<file path="src/rtl/cheri_err_pkg.sv">
// CHERI error monitor shared types: exception cause enum, event record and cause names for reporting.
package cheri_err_pkg;

  localparam int unsigned NumCheriErr = 9;
  localparam int unsigned EvtIdxW     = $clog2(NumCheriErr);
  localparam int unsigned EvtTsW      = 48;

  typedef enum logic [3:0] {
    Bounds              = 4'd0,
    Tag                 = 4'd1,
    Seal                = 4'd2,
    PermitExecute       = 4'd3,
    PermitLoad          = 4'd4,
    PermitStore         = 4'd5,
    PermitStoreCap      = 4'd6,
    PermitStoreLocalCap = 4'd7,
    PermitAccSysRegs    = 4'd8
  } cheri_err_e;

  typedef struct packed {
    logic [EvtIdxW-1:0] idx;
    logic [EvtTsW-1:0]  ts;
  } cheri_err_event_t;

  localparam string CheriErrNames [NumCheriErr] = '{
    "Bounds", "Tag", "Seal", "PermitExecute", "PermitLoad",
    "PermitStore", "PermitStoreCap", "PermitStoreLocalCap", "PermitAccSysRegs"
  };

endpackage

</file>
<file path="src/rtl/cheri_err_episode.sv">
// Per-line episode tracker: an episode opens on a high sample and closes after GapCycles
// consecutive low samples; count saturates at all-ones. clear_i wins over any update.
module cheri_err_episode #(
  parameter int unsigned CountWidth = 16,
  parameter int unsigned GapCycles  = 16
) (
  input  logic                  clk_i,
  input  logic                  rst_ni,
  input  logic                  clear_i,
  input  logic                  err_i,
  output logic [CountWidth-1:0] count_o
);

  localparam int unsigned GapW = (GapCycles > 1) ? $clog2(GapCycles) : 1;

  logic                  active_q;
  logic [GapW-1:0]       gap_q;
  logic [CountWidth-1:0] count_q;

  always_ff @(posedge clk_i or negedge rst_ni) begin
    if (!rst_ni) begin
      active_q <= 1'b0;
      gap_q    <= '0;
      count_q  <= '0;
    end else if (clear_i) begin
      active_q <= 1'b0;
      gap_q    <= '0;
      count_q  <= '0;
    end else if (!active_q) begin
      if (err_i) begin
        active_q <= 1'b1;
        gap_q    <= '0;
        if (count_q != '1) count_q <= count_q + CountWidth'(1);
      end
    end else if (err_i) begin
      gap_q <= '0;
    end else if (gap_q == GapW'(GapCycles - 1)) begin
      // Modulation gaps shorter than GapCycles stay inside the same episode.
      active_q <= 1'b0;
      gap_q    <= '0;
    end else begin
      gap_q <= gap_q + GapW'(1);
    end
  end

  assign count_o = count_q;

endmodule

</file>
<file path="src/rtl/prim_fifo_sync.sv">
// Synchronous show-ahead FIFO with flush; latency 1 cycle (Pass=0) or 0 (Pass=1, empty).
// Backpressure: wready_o low only when full and not popping; a pop frees a slot for a same-cycle push.
module prim_fifo_sync #(
  parameter int unsigned Width = 8,
  parameter bit          Pass  = 1'b0,
  parameter int unsigned Depth = 4
) (
  input  logic             clk_i,
  input  logic             rst_ni,
  input  logic             clr_i,
  input  logic             wvalid_i,
  output logic             wready_o,
  input  logic [Width-1:0] wdata_i,
  output logic             rvalid_o,
  input  logic             rready_i,
  output logic [Width-1:0] rdata_o
);

  localparam int unsigned PtrW = (Depth > 1) ? $clog2(Depth) : 1;
  localparam int unsigned CntW = $clog2(Depth + 1);

  logic [Width-1:0] mem_q [Depth];
  logic [PtrW-1:0]  wptr_q, rptr_q;
  logic [CntW-1:0]  cnt_q;
  logic             empty, full, pass_thru, do_push, do_pop;

  function automatic logic [PtrW-1:0] ptr_inc(input logic [PtrW-1:0] p);
    return (p == PtrW'(Depth - 1)) ? '0 : p + PtrW'(1);
  endfunction

  assign empty     = (cnt_q == '0);
  assign full      = (cnt_q == CntW'(Depth));
  assign pass_thru = Pass && empty && wvalid_i;
  assign rvalid_o  = !empty || pass_thru;
  assign rdata_o   = (Pass && empty) ? wdata_i : mem_q[rptr_q];
  assign wready_o  = !full || rready_i;
  assign do_pop    = rready_i && !empty;
  assign do_push   = wvalid_i && wready_o && !(pass_thru && rready_i);

  always_ff @(posedge clk_i or negedge rst_ni) begin
    if (!rst_ni) begin
      wptr_q <= '0;
      rptr_q <= '0;
      cnt_q  <= '0;
    end else if (clr_i) begin
      wptr_q <= '0;
      rptr_q <= '0;
      cnt_q  <= '0;
    end else begin
      if (do_push) wptr_q <= ptr_inc(wptr_q);
      if (do_pop)  rptr_q <= ptr_inc(rptr_q);
      if (do_push && !do_pop)      cnt_q <= cnt_q + CntW'(1);
      else if (!do_push && do_pop) cnt_q <= cnt_q - CntW'(1);
    end
  end

  always_ff @(posedge clk_i) begin
    if (do_push && !clr_i) mem_q[wptr_q] <= wdata_i;
  end

endmodule

</file>
<file path="src/rtl/cheri_err_monitor.sv">
// Turns modulated CHERI error lines into sticky flags, episode counts and a timestamped event stream.
// Event latency: sample at edge N -> event_valid_o after edge N+1; full FIFO holds events as pending bits.
module cheri_err_monitor
  import cheri_err_pkg::*;
#(
  parameter int unsigned ErrWidth   = NumCheriErr,
  parameter int unsigned TsWidth    = 48,
  parameter int unsigned CountWidth = 16,
  parameter int unsigned GapCycles  = 16,
  parameter int unsigned FifoDepth  = 4
) (
  input  logic                           clk_i,
  input  logic                           rst_ni,
  input  logic [ErrWidth-1:0]            cheri_err_i,
  input  logic                           clear_i,
  output logic [ErrWidth-1:0]            errored_o,
  output logic                           any_err_o,
  output logic [ErrWidth*CountWidth-1:0] count_o,
  output logic                           event_valid_o,
  input  logic                           event_ready_i,
  output logic [$clog2(ErrWidth)-1:0]    event_idx_o,
  output logic [TsWidth-1:0]             event_ts_o
);

  localparam int unsigned IdxW = $clog2(ErrWidth);
  localparam int unsigned EvtW = IdxW + TsWidth;

  logic [TsWidth-1:0]  ts_q;
  logic [ErrWidth-1:0] errored_q, pending_q, new_err, push_sel, push_clr;
  logic [TsWidth-1:0]  ts_first_q [ErrWidth];
  logic [IdxW-1:0]     push_idx;
  logic [TsWidth-1:0]  push_ts;
  logic                push_any, fifo_wvalid, fifo_wready, push_fire;
  logic [EvtW-1:0]     fifo_rdata;

  assign new_err = cheri_err_i & ~errored_q;

  // Lowest-index pending line wins the single push slot each cycle.
  always_comb begin
    push_any = 1'b0;
    push_idx = '0;
    push_ts  = '0;
    push_sel = '0;
    for (int i = int'(ErrWidth) - 1; i >= 0; i--) begin
      if (pending_q[i]) begin
        push_any    = 1'b1;
        push_idx    = IdxW'(i);
        push_ts     = ts_first_q[i];
        push_sel    = '0;
        push_sel[i] = 1'b1;
      end
    end
  end

  assign fifo_wvalid = push_any && !clear_i;
  assign push_fire   = fifo_wvalid && fifo_wready;
  assign push_clr    = push_fire ? push_sel : '0;

  always_ff @(posedge clk_i or negedge rst_ni) begin
    if (!rst_ni) ts_q <= '0;
    else         ts_q <= ts_q + TsWidth'(1);
  end

  always_ff @(posedge clk_i or negedge rst_ni) begin
    if (!rst_ni) begin
      errored_q <= '0;
      pending_q <= '0;
      for (int i = 0; i < int'(ErrWidth); i++) ts_first_q[i] <= '0;
    end else if (clear_i) begin
      errored_q <= '0;
      pending_q <= '0;
      for (int i = 0; i < int'(ErrWidth); i++) ts_first_q[i] <= '0;
    end else begin
      errored_q <= errored_q | cheri_err_i;
      pending_q <= (pending_q & ~push_clr) | new_err;
      for (int i = 0; i < int'(ErrWidth); i++) begin
        if (new_err[i]) ts_first_q[i] <= ts_q;
      end
    end
  end

  prim_fifo_sync #(
    .Width (EvtW),
    .Pass  (1'b0),
    .Depth (FifoDepth)
  ) u_event_fifo (
    .clk_i    (clk_i),
    .rst_ni   (rst_ni),
    .clr_i    (clear_i),
    .wvalid_i (fifo_wvalid),
    .wready_o (fifo_wready),
    .wdata_i  ({push_idx, push_ts}),
    .rvalid_o (event_valid_o),
    .rready_i (event_ready_i),
    .rdata_o  (fifo_rdata)
  );

  assign event_idx_o = fifo_rdata[EvtW-1 -: IdxW];
  assign event_ts_o  = fifo_rdata[TsWidth-1:0];

  for (genvar g = 0; g < int'(ErrWidth); g++) begin : g_episode
    cheri_err_episode #(
      .CountWidth (CountWidth),
      .GapCycles  (GapCycles)
    ) u_episode (
      .clk_i   (clk_i),
      .rst_ni  (rst_ni),
      .clear_i (clear_i),
      .err_i   (cheri_err_i[g]),
      .count_o (count_o[g*CountWidth +: CountWidth])
    );
  end

  assign errored_o = errored_q;
  assign any_err_o = |errored_q;

endmodule

</file>
<file path="config.mk">
export PLATFORM = sky130hd
export DESIGN_NAME = cheri_err_monitor
export DESIGN_NICKNAME = d
export VERILOG_FILES = /design/src/rtl/cheri_err_pkg.sv /design/src/rtl/cheri_err_episode.sv /design/src/rtl/prim_fifo_sync.sv /design/src/rtl/cheri_err_monitor.sv
export SDC_FILE = /design/constraint.sdc
export NUM_CORES = 1
export LEC_CHECK = 0
export CAP_MARGIN = 20
export CORE_AREA = 2 2 342 344
export CTS_CLUSTER_SIZE = 8
export DETAILED_ROUTE_END_ITERATION = 6
export DIE_AREA = 0 0 344 346
export PLACE_DENSITY_LB_ADDON = 0.2
export SLEW_MARGIN = 25
export SYNTH_ARGS = -nofsm -noshare
export SYNTH_HDL_FRONTEND = slang
export SYNTH_SLANG_ARGS = --single-unit
</file>
<file path="constraint.sdc">
create_clock -name clk_i -period 5.27 [get_ports clk_i]
set_clock_uncertainty 0.1 [all_clocks]
set_input_delay 1.3175 -clock clk_i [delete_from_list [all_inputs] [get_ports clk_i]]
set_output_delay 1.3175 -clock clk_i [all_outputs]
set_load 0.02 [all_outputs]
</file>
==> impl_metrics.py <==
metrics = {
    "synth": {
        "synth_top_area_cell": "dfrtp_1",
        "synth_cell_type_count": 68,
        "async_reset_ff_frac": 0.769,
        "ys_seq_area_frac": 0.589,
        "ys_seq_elements": 902,
        "avgSynthCellArea_um2": 10.4,
        "synth_warnings": 0,
        "yosysTopAreaCellShare": 0.433,
        "syn_area_um2": 40100,
        "synth.net_count": 3891,
        "synthFlopType": "dfrtp_1",
        "yosys-top-cells-area": "dfrtp_1, edfxtp_1, nand2_1, a21oi_1, mux4_2",
        "synth_edf_count": 208,
        "synth_cells": 3853,
    },
    "critical_path": {
        "reg2reg_depth": 6,
        "required_ns": 3.85,
        "cp_max_fo": 31,
        "critPathCaptureType": "output port",
        "r2r_setup_slack_ns": 1.93,
        "cp.arrival_ns": 3.04,
        "timing.rr.start": "pending_q[6]",
        "startpoint_type": "flip-flop",
        "r2r-end": "u_event_fifo.mem_q[1][38]",
        "path_class": "reg2out",
    },
    "min_path": {
        "worstHoldPathCells": 1,
        "worstHoldStart": "ts_first_q[425]",
        "min_to": "ts_first_q[425]",
        "hold_class": "reg2reg",
    },
    "power_and_ir_drop": {
        "swShare": 0.277,
        "intPower_mw": 13.2,
        "p_per_area_nw_per_um2": 382,
        "pwr-share-clk": 0.431,
        "netSwitchingPower_mw": 5.04,
        "worst_ir_drop_vdd_v": 0.000292,
        "seqPwrFrac": 0.429,
        "p_leak_nw": 18.3,
        "p_comb_frac": 0.140,
    },
    "timing": {
        "finalHoldViolCount": 0,
        "setup-tns-final_ns": 0,
        "relSlewSlack": 0.273,
        "worst_slack_ns": 0.812,
        "setup_viol_count_final": 0,
        "worst_pin_slew_ns": 1.09,
        "period_needed_ns": 4.46,
        "slew_violations": 0,
        "rsz0062_at_grt": "no",
        "max_freq_mhz": 224,
        "fin_crit_sh": 0.846,
    },
    "clock_network": {
        "post-cts-setup-buffer-count": 0,
        "numCtsBuffers": 131,
        "cts_tree": "yes",
        "htree_levels": 4,
        "cts.sinks": 902,
        "root_buffer": "clkbuf_16",
        "insertion_delay_ns": 0.74,
        "cts_resized": 0,
        "cts_hold_buf": 0,
        "clockBufferDepth": 3,
        "clk_pin_slew_ns": 0.05,
    },
    "place": {
        "port_buffers": 219,
        "hpwl_um": 71300,
        "gp_congestion": 0.798,
        "post-place-ws_ns": 0.999,
    },
    "grt": {
        "grt_max_degree": 175,
        "grt_pass1_wl_um": 190000,
        "grt_overflow_total": 0,
        "grt_pass1_vias": 30100,
        "grt_util_all_layers": 0.207,
        "antenna_found_initial": 4,
    },
    "outcome": {
        "outcome": "complete, but fails checks",
        "violations": "DRC",
    },
    "floorplan": {
        "core_um2": 115000,
        "die_h_um": 346,
        "dieArea_um2": 119000,
        "start_util": 0.347,
        "rows": 125,
        "die_w_um": 344,
        "io-pin-count": 220,
    },
    "job": {
        "cap_violations": 0,
    },
    "finish": {
        "synthToLayoutAreaGrowth_pct": 18.7,
        "final_cell_mix": "nand2_1, dfrtp_1, a21oi_1",
        "nNetsFinal": 3998,
        "drive_above_1_share": 0.0820,
        "multiInputGateArea_um2": 15400,
        "mostFrequentLayoutCell": "nand2_1",
        "final-seq-area_um2": 23600,
        "fill_cells": 11100,
    },
    "route": {
        "drt-initial-drc-count": 2805,
        "route.detailed.drc": 14,
        "wl_um": 123000,
        "num_vias": 30200,
        "ant_nets": 0,
        "vias_per_cell": 5.45,
        "wl_per_cell_um": 22.2,
        "dr.pass1.iters": 7,
    },
}
==> state kept, by name (all words and copies together), names as in the netlist <==
signal                        count
ts_first_q                      432
u_event_fifo.mem_q              208
g_episode.u_episode.count_o     144
ts_q                             48
g_episode.u_episode.gap_q        36
errored_o                         9
g_episode.u_episode.active_q      9
pending_q                         9
u_event_fifo.cnt_q                3
u_event_fifo.rptr_q               2
u_event_fifo.wptr_q               2
==> kinds of logic (layout without fill, tap and decap cells) <==
kind of cell,count (synthesis),count (layout),share of synthesized area
XOR/XNOR,161,161,0.0352
buffers and inverters,335,505,0.0324
other,0,2,0
adder cells (fa/ha/maj),25,25,0.00799
multiplexers,87,87,0.0380
flip-flops,902,902,0.589
AND/OR/NAND/NOR,1443,1443,0.158
AO/OA/AOI/OAI,900,900,0.139
==> worst max-delay path, cell delays in order, from the launching register on <==
cell and delay (ns):
dfrtp_4 0.78, buf_12 0.31, mux4_2 0.56, clkdlybuf4s50_1 0.56
==> cell type report <==
| cell class | count | area share |
|---|---|---|
| Clock inverter | 14 | 0.00489 |
| Antenna cell | 2 | 0.000105 |
| Tap cell | 1524 | 0.0400 |
| Sequential cell | 902 | 0.496 |
| Timing Repair Buffer | 288 | 0.0603 |
| Multi-Input combinational cell | 2616 | 0.323 |
| Inverter | 21 | 0.00166 |
| Clock buffer | 182 | 0.0740 |
==> through the flow <==
stage | instances | util | cell area (um^2) | power [mW] | hold slack [ns]
after floorplan | 3853 | - | 40100 | 9.26 | 0.374
after global placement | 5350 | 0.380 | 43800 | 10.5 | 0.389
after detailed placement | 5350 | 0.380 | 43800 | 10.5 | 0.391
after CTS | 5546 | 0.412 | 47600 | 18.4 | 0.407
after global routing | 5549 | 0.413 | 47600 | 18.9 | 0.414
final | 5549 | 0.413 | 47600 | 18.2 | 0.401
==> routing by layer <==
metal / part of all wire / GRT usage / up-vias
li1: - / - / 13900
met4: 0.022 / 0.0609 / 4
met2: 0.47 / 0.321 / 942
met5: 0.00017 / 0 / -
met1: 0.45 / 0.292 / 15200
met3: 0.065 / 0.0411 / 180
==> power by group through the flow <==
stage / sequential (mW) / combinational (mW) / clock, mW
finish: 7.81 / 2.55 / 7.83
global route: 7.84 / 2.74 / 8.31
CTS: 7.82 / 2.60 / 8.02
detailed placement: 7.93 / 2.60 / 0
global placement: 7.93 / 2.59 / 0
floorplan: 7.80 / 1.46 / 0
==> synthesized netlist by cell type (all sizes together), types with 21 or more instances <==
cell / n
a211o: 31
a211oi: 23
a21oi: 500
a221oi: 46
a222oi: 31
a22o: 56
and3: 29
buf: 47
clkbuf: 267
dfrtp: 694
edfxtp: 208
ha: 24
inv: 21
mux2i: 33
mux4: 52
nand2: 857
nand3: 77
nand4: 50
nor2: 192
nor2b: 34
nor3: 85
nor4: 34
o21ai: 43
o22ai: 76
xnor2: 116
xor2: 45
==> worst max-delay path by stage <==
| stage | startpoint | endpoint | slack (ns) | depth (start not counted) |
|---|---|---|---|---|
| final | u_event_fifo.rptr_q[0] | event_ts_o[22] | 0.81 | 3 |
| after global routing | u_event_fifo.rptr_q[0] | event_ts_o[22] | 0.63 | 3 |
| after CTS | u_event_fifo.rptr_q[0] | event_ts_o[0] | 0.69 | 3 |
| after detailed placement | event_ready_i | u_event_fifo.cnt_q[2] | 1.0 | 9 |
| after global placement | event_ready_i | u_event_fifo.cnt_q[2] | 1.05 | 9 |
| after floorplan | event_ready_i | u_event_fifo.mem_q[0][0] | 1.69 | 3 |
(Power assumes the default switching activity.)
